<file path="src/rtl/imem_loader_pkg.sv">
// Shared types and constants for the instruction-memory loader.
package imem_loader_pkg;

    localparam int WORD_W         = 32;
    localparam int BYTES_PER_WORD = 4;

    typedef enum logic [2:0] {
        ST_IDLE    = 3'd0,
        ST_COLLECT = 3'd1,
        ST_WRITE   = 3'd2,
        ST_CHECK   = 3'd3,
        ST_DONE    = 3'd4
    } state_e;

    // Modular 8-bit running sum used for the image trailer check.
    function automatic logic [7:0] sum8(input logic [7:0] acc, input logic [7:0] b);
        return acc + b;
    endfunction

endpackage

</file>
<file path="src/rtl/imem_loader_if.sv">
// Byte-stream, memory-write and status signals of the loader; slave = loader side.
interface imem_loader_if #(
    parameter int ADDR_W = 8
);
    logic              start;
    logic              in_valid;
    logic [7:0]        in_data;
    logic              in_last;
    logic              in_ready;
    logic              mem_we;
    logic [ADDR_W-1:0] mem_addr;
    logic [31:0]       mem_wdata;
    logic              cpu_hold;
    logic              done;
    logic [6:0]        word_count;
    logic              err;

    modport master (
        output start, in_valid, in_data, in_last,
        input  in_ready, mem_we, mem_addr, mem_wdata, cpu_hold, done, word_count, err
    );

    modport slave (
        input  start, in_valid, in_data, in_last,
        output in_ready, mem_we, mem_addr, mem_wdata, cpu_hold, done, word_count, err
    );
endinterface

</file>
<file path="src/rtl/imem_byte_packer.sv">
// Packs accepted bytes MSB-first into a 32-bit word; a word closed early by
// 'last' keeps zeros in its unfilled low bytes.
module imem_byte_packer
    import imem_loader_pkg::*;
(
    input  logic              clk,
    input  logic              rst_n,
    input  logic              clear,
    input  logic              accept,
    input  logic [7:0]        data,
    input  logic              last,
    output logic [WORD_W-1:0] word,
    output logic              complete
);
    logic [1:0]        idx_r;
    logic [WORD_W-1:0] word_r;
    logic [WORD_W-1:0] word_next_s;

    // Insert the incoming byte into its slot; a fresh word starts from zero.
    always_comb begin
        word_next_s = (idx_r == 2'd0) ? {WORD_W{1'b0}} : word_r;
        case (idx_r)
            2'd0:    word_next_s[31:24] = data;
            2'd1:    word_next_s[23:16] = data;
            2'd2:    word_next_s[15:8]  = data;
            default: word_next_s[7:0]   = data;
        endcase
        complete = accept && ((idx_r == 2'd3) || last);
    end

    assign word = word_next_s;

    // Byte index and partial-word register.
    always_ff @(posedge clk or negedge rst_n) begin
        if (!rst_n) begin
            idx_r  <= 2'd0;
            word_r <= {WORD_W{1'b0}};
        end else if (clear) begin
            idx_r  <= 2'd0;
            word_r <= {WORD_W{1'b0}};
        end else if (accept) begin
            idx_r  <= complete ? 2'd0 : idx_r + 2'd1;
            word_r <= word_next_s;
        end
    end

endmodule

</file>
<file path="src/rtl/imem_loader.sv">
// Instruction-memory loader: streams bytes into sequential word writes while holding
// the pipeline. Define IMEM_LOADER_CHECKSUM_EN for the trailing checksum byte check.
module imem_loader
    import imem_loader_pkg::*;
#(
    parameter int ADDR_W    = 8,
    parameter int MAX_WORDS = 64
) (
    input  logic         clk,
    input  logic         reset,
    imem_loader_if.slave bus
);
    localparam logic [6:0]        MAX_WORDS_C = 7'(MAX_WORDS);
    localparam logic [ADDR_W-1:0] ADDR_STEP_C = ADDR_W'(BYTES_PER_WORD);
`ifdef IMEM_LOADER_CHECKSUM_EN
    localparam state_e LAST_STATE_C = ST_CHECK;
`else
    localparam state_e LAST_STATE_C = ST_DONE;
`endif

    state_e            state_r, state_next_s;
    logic              in_ready_r, mem_we_r, cpu_hold_r, done_r, last_word_r;
    logic [ADDR_W-1:0] addr_r;
    logic [WORD_W-1:0] mem_wdata_r, pack_word_s;
    logic [6:0]        word_count_r;
    logic              start_s, accept_s, data_accept_s, pack_complete_s, count_full_s;

    assign start_s       = bus.start && ((state_r == ST_IDLE) || (state_r == ST_DONE));
    assign accept_s      = bus.in_valid && in_ready_r;
    assign data_accept_s = accept_s && (state_r == ST_COLLECT);
    assign count_full_s  = (word_count_r + 7'd1) == MAX_WORDS_C;

    imem_byte_packer u_packer (
        .clk      (clk),
        .rst_n    (reset),
        .clear    (start_s),
        .accept   (data_accept_s),
        .data     (bus.in_data),
        .last     (bus.in_last),
        .word     (pack_word_s),
        .complete (pack_complete_s)
    );

    // Next-state decision.
    always_comb begin
        state_next_s = state_r;
        case (state_r)
            ST_IDLE:    state_next_s = start_s ? ST_COLLECT : ST_IDLE;
            ST_COLLECT: state_next_s = pack_complete_s ? ST_WRITE : ST_COLLECT;
            ST_WRITE:   state_next_s = (last_word_r || count_full_s) ? LAST_STATE_C : ST_COLLECT;
            ST_CHECK:   state_next_s = accept_s ? ST_DONE : ST_CHECK;
            ST_DONE:    state_next_s = start_s ? ST_COLLECT : ST_DONE;
            default:    state_next_s = ST_IDLE;
        endcase
    end

    // State register; control outputs are registered from the next state.
    always_ff @(posedge clk or negedge reset) begin
        if (!reset) begin
            state_r    <= ST_IDLE;
            in_ready_r <= 1'b0;
            mem_we_r   <= 1'b0;
            cpu_hold_r <= 1'b1;
            done_r     <= 1'b0;
        end else begin
            state_r    <= state_next_s;
            in_ready_r <= (state_next_s == ST_COLLECT) || (state_next_s == ST_CHECK);
            mem_we_r   <= (state_next_s == ST_WRITE);
            cpu_hold_r <= (state_next_s != ST_DONE);
            done_r     <= (state_next_s == ST_DONE);
        end
    end

    // Address/count advance after each write; packed word captured as it completes.
    always_ff @(posedge clk or negedge reset) begin
        if (!reset) begin
            addr_r       <= {ADDR_W{1'b0}};
            word_count_r <= 7'd0;
            mem_wdata_r  <= {WORD_W{1'b0}};
            last_word_r  <= 1'b0;
        end else begin
            if (start_s) begin
                addr_r       <= {ADDR_W{1'b0}};
                word_count_r <= 7'd0;
                last_word_r  <= 1'b0;
            end else if (state_r == ST_WRITE) begin
                addr_r       <= addr_r + ADDR_STEP_C;
                word_count_r <= word_count_r + 7'd1;
            end
            if (pack_complete_s) begin
                mem_wdata_r <= pack_word_s;
                last_word_r <= bus.in_last;
            end
        end
    end

`ifdef IMEM_LOADER_CHECKSUM_EN
    logic [7:0] sum_r;
    logic       err_r;
    logic       check_accept_s;

    assign check_accept_s = accept_s && (state_r == ST_CHECK);

    // Running sum of data bytes; the trailer byte is compared against it.
    always_ff @(posedge clk or negedge reset) begin
        if (!reset) begin
            sum_r <= 8'd0;
            err_r <= 1'b0;
        end else if (start_s) begin
            sum_r <= 8'd0;
            err_r <= 1'b0;
        end else if (data_accept_s) begin
            sum_r <= sum8(sum_r, bus.in_data);
        end else if (check_accept_s) begin
            err_r <= (bus.in_data != sum_r);
        end
    end

    assign bus.err = err_r;
`else
    assign bus.err = 1'b0;
`endif

    assign bus.in_ready   = in_ready_r;
    assign bus.mem_we     = mem_we_r;
    assign bus.mem_addr   = addr_r;
    assign bus.mem_wdata  = mem_wdata_r;
    assign bus.cpu_hold   = cpu_hold_r;
    assign bus.done       = done_r;
    assign bus.word_count = word_count_r;

endmodule

</file>
<file path="src/flat_wrapper.sv">
// flat-port wrapper written by rule: the top's interface ports become plain ports
module imem_loader_flat import imem_loader_pkg::*;
#(
    parameter int ADDR_W    = 8,
    parameter int MAX_WORDS = 64
)
  (clk, reset, bus_start, bus_in_valid, bus_in_data, bus_in_last, bus_in_ready, bus_mem_we, bus_mem_addr, bus_mem_wdata, bus_cpu_hold, bus_done, bus_word_count, bus_err);
  imem_loader_if #(.ADDR_W(ADDR_W)) bus_i ();
  input  logic clk;
  input  logic reset;
  input wire logic [$bits(bus_i.start)-1:0] bus_start;
  input wire logic [$bits(bus_i.in_valid)-1:0] bus_in_valid;
  input wire logic [$bits(bus_i.in_data)-1:0] bus_in_data;
  input wire logic [$bits(bus_i.in_last)-1:0] bus_in_last;
  output wire logic [$bits(bus_i.in_ready)-1:0] bus_in_ready;
  output wire logic [$bits(bus_i.mem_we)-1:0] bus_mem_we;
  output wire logic [$bits(bus_i.mem_addr)-1:0] bus_mem_addr;
  output wire logic [$bits(bus_i.mem_wdata)-1:0] bus_mem_wdata;
  output wire logic [$bits(bus_i.cpu_hold)-1:0] bus_cpu_hold;
  output wire logic [$bits(bus_i.done)-1:0] bus_done;
  output wire logic [$bits(bus_i.word_count)-1:0] bus_word_count;
  output wire logic [$bits(bus_i.err)-1:0] bus_err;
  assign bus_i.start = bus_start;
  assign bus_i.in_valid = bus_in_valid;
  assign bus_i.in_data = bus_in_data;
  assign bus_i.in_last = bus_in_last;
  assign bus_in_ready = bus_i.in_ready;
  assign bus_mem_we = bus_i.mem_we;
  assign bus_mem_addr = bus_i.mem_addr;
  assign bus_mem_wdata = bus_i.mem_wdata;
  assign bus_cpu_hold = bus_i.cpu_hold;
  assign bus_done = bus_i.done;
  assign bus_word_count = bus_i.word_count;
  assign bus_err = bus_i.err;
  imem_loader #(.ADDR_W(ADDR_W), .MAX_WORDS(MAX_WORDS)) u_core (.clk(clk), .reset(reset), .bus(bus_i));
endmodule
</file>
<file path="config.mk">
export PLATFORM = sky130hd
export DESIGN_NAME = imem_loader_flat
export DESIGN_NICKNAME = d
export VERILOG_FILES = /design/src/rtl/imem_loader_pkg.sv /design/src/rtl/imem_loader_if.sv /design/src/rtl/imem_byte_packer.sv /design/src/rtl/imem_loader.sv /design/src/flat_wrapper.sv
export SDC_FILE = /design/constraint.sdc
export NUM_CORES = 1
export LEC_CHECK = 0
export BUFFER_PORTS_ARGS = -buffer_cell sky130_fd_sc_hd__buf_2
export CORE_MARGIN = 5
export CORE_UTILIZATION = 30
export DETAILED_ROUTE_END_ITERATION = 6
export PLACE_DENSITY = 0.43
export SLEW_MARGIN = 20
export SYNTH_ARGS = -nofsm -noshare
export SYNTH_HDL_FRONTEND = slang
export SYNTH_SLANG_ARGS = --single-unit
</file>
<file path="constraint.sdc">
create_clock -name clk -period 2.1 [get_ports clk]
set_input_delay 0.42 -clock clk [delete_from_list [all_inputs] [get_ports clk]]
set_output_delay 0.42 -clock clk [all_outputs]
set_load 0.05 [all_outputs]
</file>
==> impl_metrics.json, run 1 <==
{
  "setup_tns_ns": 0,
  "synth-seq-area-share_pct": 49.3,
  "synthesis.area_per_instance_sq_um": 10.8,
  "setup_slack_ns": 0.220,
  "whs_ns": -0.00286,
  "switching_share_pct": 44.1,
  "ir_drop_v": 0.000432,
  "clk_latency_ns": 0.35,
  "synth.most_common_cell": "dfrtp_1",
  "cp.arrival_ns": 2.11,
  "grt_pass1_vias": 3485,
  "fp.dieW_microns": 131,
  "crit_slowest_cell": "dfrtp_1",
  "vias_per_cell": 5.22,
  "clock_sinks": 87,
  "io_pins": 65,
  "fmax_ghz": 0.532,
  "synth-seq-cells": 87,
  "n_antenna_cell": 0,
  "synthTopCellsByArea": "dfrtp_1 (49%), mux2_2 (9.7%), a22o_1 (4.0%)",
  "routabilityCongestion": 0.765,
  "end_kind": "flop",
  "p_total_mw": 6.88,
  "grt.overflow.total": 0,
  "p_leak_nw": 2.47,
  "synth.top_cells.by_count": "dfrtp_1 (86), mux2_2 (38), nand2_1 (31)",
  "comb_power_share_pct": 43.7,
  "cts_setup_buffers": 0,
  "portBuffers": 61,
  "period_share_pct": 89.5,
  "fin_crit_ns": 1.88,
  "status": "finished with violations",
  "grt_pass1_wl_mm": 19.5,
  "drc": 0,
  "path_max_fanout": 20,
  "cp.required_ns": 2.33,
  "num-nets-final": 484,
  "area_delta_synth_final_pct": 18.1,
  "core-area_sq_um": 14500,
  "cts_tree": "built",
  "crit_path_start_kind": "flop",
  "clock_power_share_pct": 21.4,
  "synth_enable_flop_cells": 0,
  "row_count": 44,
  "dpl.hpwl_mm": 7.88,
  "cts_hold_buf": 0,
  "synthCells": 409,
  "synth_top_area_share_pct": 48.7,
  "setup_violations": 0,
  "hp-class": "in -> async",
  "dpl_worst_slack_ns": 0.115,
  "relSlewSlack_pct": 49.1,
  "violations": "negative hold slack",
  "dr.pass1.iters": 4,
  "layout-drive-gt1-share_pct": 29.9,
  "r2r_cells": 5,
  "cts_buffer_depth": 2,
  "fin_skew_ns": 0.00785,
  "drt-total-wl_mm": 11.8,
  "cts_max_level": 3,
  "path_buf_inv": 2,
  "final-hold-violation-count": 11,
  "r2r_slack_ns": 0.22,
  "synthFlopType": "dfrtp_1",
  "p_per_area_nw_per_um2": 1320,
  "wl_per_cell_microns": 18.1,
  "antenna_found_initial": 0,
  "cts_made_buffers": 9,
  "reg2reg_from": "u_core.u_packer.idx_r[0]",
  "grt_use_total_pct": 14.1,
  "synthArstFlopShare_pct": 100,
  "seq_power_share_pct": 34.9,
  "synth_warnings": 0,
  "die_area_sq_um": 17300,
  "rsz0062_at_grt": "no",
  "cts_root_buf": "clkbuf_16",
  "critPathTopFamily": "multiplexers",
  "ant_nets": 0,
  "vias": 3411,
  "start_util_pct": 30.5,
  "maxCapViolCount": 0,
  "dr.first_iter.drc_count": 218,
  "syn_area_sq_um": 4420,
  "path_cells": "inv_1 -> ha_2 -> buf_4 -> mux2_2 -> mux2_2",
  "synth_cell_types": 55,
  "slew_violations": 0,
  "cp_common_cell": "mux2_2",
  "path_clk_slew_ns": 0.06,
  "die_h_microns": 131,
  "tightestPinTransition_ns": 0.761,
  "utilization_pct": 36.1,
  "switchingPower_mw": 3.04,
  "fillCellCount": 1469,
  "path_class": "reg -> reg",
  "slowest_delay_ns": 0.43,
  "grt_max_degree": 42,
  "ctsResizeCount": 0,
  "intPower_mw": 3.84,
  "synth_area_leader_cell": "dfrtp_1",
  "reg2reg_to": "u_core.bus.mem_wdata[31]"
}
[worst max-delay path by stage]
stage	from	end	cells after the start
CTS	u_core.u_packer.idx_r[0]	u_core.bus.mem_wdata[25]	5
detailed placement	u_core.u_packer.idx_r[0]	u_core.bus.mem_wdata[25]	5
global placement	u_core.u_packer.idx_r[1]	u_core.bus.mem_wdata[25]	5
global route	u_core.u_packer.idx_r[0]	u_core.u_packer.word_r[12]	5
finish	u_core.u_packer.idx_r[0]	u_core.bus.mem_wdata[31]	5
floorplan	u_core.bus.in_ready	u_core.bus.mem_wdata[0]	4
[flip-flops by register name (all words and copies together) (netlist names)]
name,count
u_core.u_packer.idx_r,2
u_core.bus.mem_addr,6
u_core.bus.in_ready,1
u_core.state_r,3
u_core.bus.word_count,7
u_core.u_packer.word_r,32
u_core.bus.mem_we,1
u_core.bus.cpu_hold,1
u_core.bus.mem_wdata,32
u_core.last_word_r,1
u_core.bus.done,1
[area by class of cell]
| type | count | area, sq um | share of cell area, % |
|---|---|---|---|
| multi-input combinational | 271 | 2020 | 38.7 |
| sequential | 87 | 2180 | 41.7 |
| timing repair buffer | 80 | 475 | 9.11 |
| clock inverter | 1 | 5.00 | 0.0959 |
| clock buffer | 14 | 254 | 4.86 |
| tap | 184 | 230 | 4.41 |
| inverter | 16 | 60.1 | 1.15 |
[power groups by stage]
| stage | registers, mW | logic (mW) | clock network, mW |
|---|---|---|---|
| finish | 2.40 | 3.01 | 1.47 |
| global placement | 2.41 | 3.02 | 0 |
| global route | 2.46 | 3.25 | 1.60 |
| CTS | 2.41 | 3.03 | 1.54 |
| detailed placement | 2.43 | 3.02 | 0 |
| floorplan | 3.20 | 1.42 | 0 |
[cell families (layout without fill, tap and decap cells)]
kind of cell	after synthesis	in the layout	share of synthesized area, %
and+or+nand+nor	129	129	16.8
AOI/OAI and AO/OA	89	89	15.6
DFF	87	87	49.3
buffers and inverters	53	111	5.55
muxes	42	42	10.6
adders and majority gates	6	6	1.70
xor gates and xnor gates	2	2	0.396
other	1	3	0.0848
[placed cells by master, fill, tap and decap left out, types with 2 or more instances in the layout]
cell,count
buf_2,60
nand2_1,31
a21o_1,4
nor3b_1,5
nor2_1,8
clkbuf_16,9
a31oi_1,2
dfrtp_1,86
clkbuf_1,4
and2_1,10
a21oi_1,6
o41ai_1,2
a22o_1,20
inv_1,16
a211o_1,5
mux2i_1,4
and4_1,7
nand2b_1,2
buf_4,18
nand3_1,10
o211ai_1,6
or4_1,2
or3_1,5
or3b_2,2
conb_1,3
and3_1,3
o21ai_0,15
buf_12,2
nor2_2,2
mux2_2,38
a211oi_1,4
nand4_1,15
a221o_1,14
o31ai_1,3
ha_1,5
nor3_1,18
[stage by stage]
| stage | std cells | area, sq um |
|---|---|---|
| 6_report | 653 | 5220 |
| 5_1_grt | 653 | 5220 |
| 4_1_cts | 653 | 5210 |
| 3_5_place_dp | 638 | 4950 |
| 3_3_place_gp | 638 | 4950 |
| 2_1_floorplan | 411 | 4430 |
[metal layers]
| layer | global-route usage, % | routed length (microns) |
|---|---|---|
| met5 | 0 | 0 |
| met1 | 19.5 | 5740 |
| met4 | 3.66 | 133 |
| met2 | 21.5 | 5450 |
| met3 | 4.20 | 501 |
(Power assumes the default switching activity.)
==> run 2, diff against run 1 <==
--- a/config.mk
+++ b/config.mk
@@ -6,6 +6,7 @@
 export NUM_CORES = 1
 export LEC_CHECK = 0
 export BUFFER_PORTS_ARGS = -buffer_cell sky130_fd_sc_hd__buf_2
+export CORE_ASPECT_RATIO = 0.75
 export CORE_MARGIN = 5
 export CORE_UTILIZATION = 30
 export DETAILED_ROUTE_END_ITERATION = 6
==> constraint.sdc (replaced) <==
create_clock -name clk -period 1.9 [get_ports clk]
set_input_delay 0.38 -clock clk [delete_from_list [all_inputs] [get_ports clk]]
set_output_delay 0.38 -clock clk [all_outputs]
set_load 0.05 [all_outputs]
==> run 2 against run 1 <==
  * Die area is 0.15% higher
  * Combinational power up 19%
  * The run still ends with negative hold slack left
  * Critical path type unchanged
  * Highest routed layer unchanged
  * Register-to-register slack worse by 0.12 ns
  * Routed wire length increased by 3.4%
  * Critical path depth is the same
  * First-iteration DRC count down 17%
  * Sequential cell count unchanged
  * Final cell count is 4.3% higher
  * Setup slack worse by 0.12 ns
  * Cell area rose by 3.6%
  * Core utilization grew 1.4 points
==> impl_metrics.json, run 2 (same netlist as run 1, synthesis figures left out) <==
{
  "tightestPinTransition_ns": 0.668,
  "num-nets-final": 495,
  "cts_tree": "built",
  "period_share_pct": 94.5,
  "clk_latency_ns": 0.34,
  "antenna_found_initial": 0,
  "violations": "negative hold slack",
  "vias": 3503,
  "crit_path_start_kind": "flop",
  "whs_ns": -0.0111,
  "seqCellArea_sq_um": 2180,
  "setup_violations": 0,
  "path_clk_slew_ns": 0.07,
  "cts_root_buf": "clkbuf_16",
  "vias_per_cell": 5.14,
  "grt_pass1_vias": 3489,
  "slowest_delay_ns": 0.43,
  "r2r_cells": 5,
  "crit_slowest_cell": "dfrtp_1",
  "r2r_slack_ns": 0.11,
  "start_util_pct": 30.6,
  "path_max_fanout": 14,
  "path_cells": "ha_1 -> nor2_1 -> nor3_4 -> buf_6 -> mux2_2",
  "fin_crit_ns": 1.79,
  "p_leak_nw": 2.56,
  "dr.pass1.iters": 4,
  "ir_drop_v": 0.000635,
  "final_cell_count_no_fill": 681,
  "reg2reg_from": "u_core.u_packer.idx_r[0]",
  "cp.required_ns": 2.13,
  "dpl.hpwl_mm": 8.54,
  "row_count": 38,
  "clock_sinks": 87,
  "end_kind": "flop",
  "dr.first_iter.drc_count": 182,
  "multi_input_area_sq_um": 2020,
  "io_pins": 65,
  "path_class": "reg -> reg",
  "hp-class": "in -> async",
  "critPathTopFamily": "flip-flops",
  "drc": 0,
  "die_h_microns": 115,
  "die_area_sq_um": 17300,
  "ant_nets": 0,
  "grt_max_degree": 34,
  "maxCapViolCount": 0,
  "fp.dieW_microns": 150,
  "rsz0062_at_grt": "no",
  "cts_max_level": 3,
  "cts_buffer_depth": 2,
  "relSlewSlack_pct": 55.4,
  "grt.overflow.total": 0,
  "portBuffers": 61,
  "routabilityCongestion": 0.759,
  "fin_skew_ns": 0.00943,
  "slew_violations": 0,
  "layout-drive-gt1-share_pct": 33.1,
  "path_buf_inv": 1,
  "dp_cells": 665,
  "area_delta_synth_final_pct": 22.4,
  "wl_per_cell_microns": 18.0,
  "startpoint": "u_core.u_packer.idx_r[0]",
  "cp.arrival_ns": 2.03,
  "n_antenna_cell": 0,
  "grt_pass1_wl_mm": 19.8,
  "fmax_ghz": 0.557,
  "drt-total-wl_mm": 12.2,
  "utilization_pct": 37.4,
  "cp.depth": 5,
  "cts_made_buffers": 9,
  "p_per_area_nw_per_um2": 1470,
  "final-hold-violation-count": 11,
  "core-area_sq_um": 14500,
  "mostFrequentLayoutCell": "dfrtp_1",
  "fillCellCount": 1493,
  "status": "finished with violations",
  "grt_use_total_pct": 14.8,
  "final_cell_mix": "dfrtp_1 (85), buf_2 (60), mux2_2 (38), nand2_1 (31), buf_4 (24)"
}
==> run 2: report_power, final <==
| part | internal, mW | switching (mW) |
|---|---|---|
| clock | 0.968 | 0.780 |
| combinational | 1.17 | 2.39 |
| sequential | 2.31 | 0.327 |
==> run 2: path summary, 6_finish.rpt <==
check	to
max in group asynchronous	u_core.bus.cpu_hold
min in group clk	u_core.last_word_r
max reg2reg	u_core.bus.mem_wdata[28]
min reg2reg	u_core.u_packer.word_r[0]
max	u_core.bus.mem_wdata[28]
min	u_core.bus.mem_we
==> run 2: metal layers <==
metal  track usage (%)  share of wire [%]
met1              22.4                 52
met2              21.5                 43
met3              3.70                4.5
met4              2.80               0.74
met5                 0                  0
==> run 2: final cells by class <==
class                   count  share of cell area (%)
clock buffers              11                    4.67
clock inverters             5                   0.763
inverters                  16                    1.11
multi-input cells         271                    37.4
flip-flops and latches     87                    40.3
well taps                 200                    4.63
repair buffers             91                    11.1
==> run 2: what timing repair did <==
item / 4_1_cts / 5_1_grt
hold buffers: 0 / 0
buffers inserted: 0 / 0
gates resized for setup: 4 / 3
hold endpoints to repair: 0 / 0
endpoints found under the setup margin: 35 / 14
==> run 2: through the flow <==
stage          setup slack, ns  setup TNS, ns  hold slack, ns  cell area [sq um]  total power, mW
6_report                 0.105              0         -0.0111               5410             7.95
5_1_grt                0.00882              0          0.0148               5410             8.43
4_1_cts                 0.0307              0         0.00315               5400             8.02
3_5_place_dp           -0.0842          -1.65           0.372               5100             6.23
3_3_place_gp           -0.0190        -0.0288           0.371               5100             6.19
2_1_floorplan            0.114              0          0.0844               4430             5.12
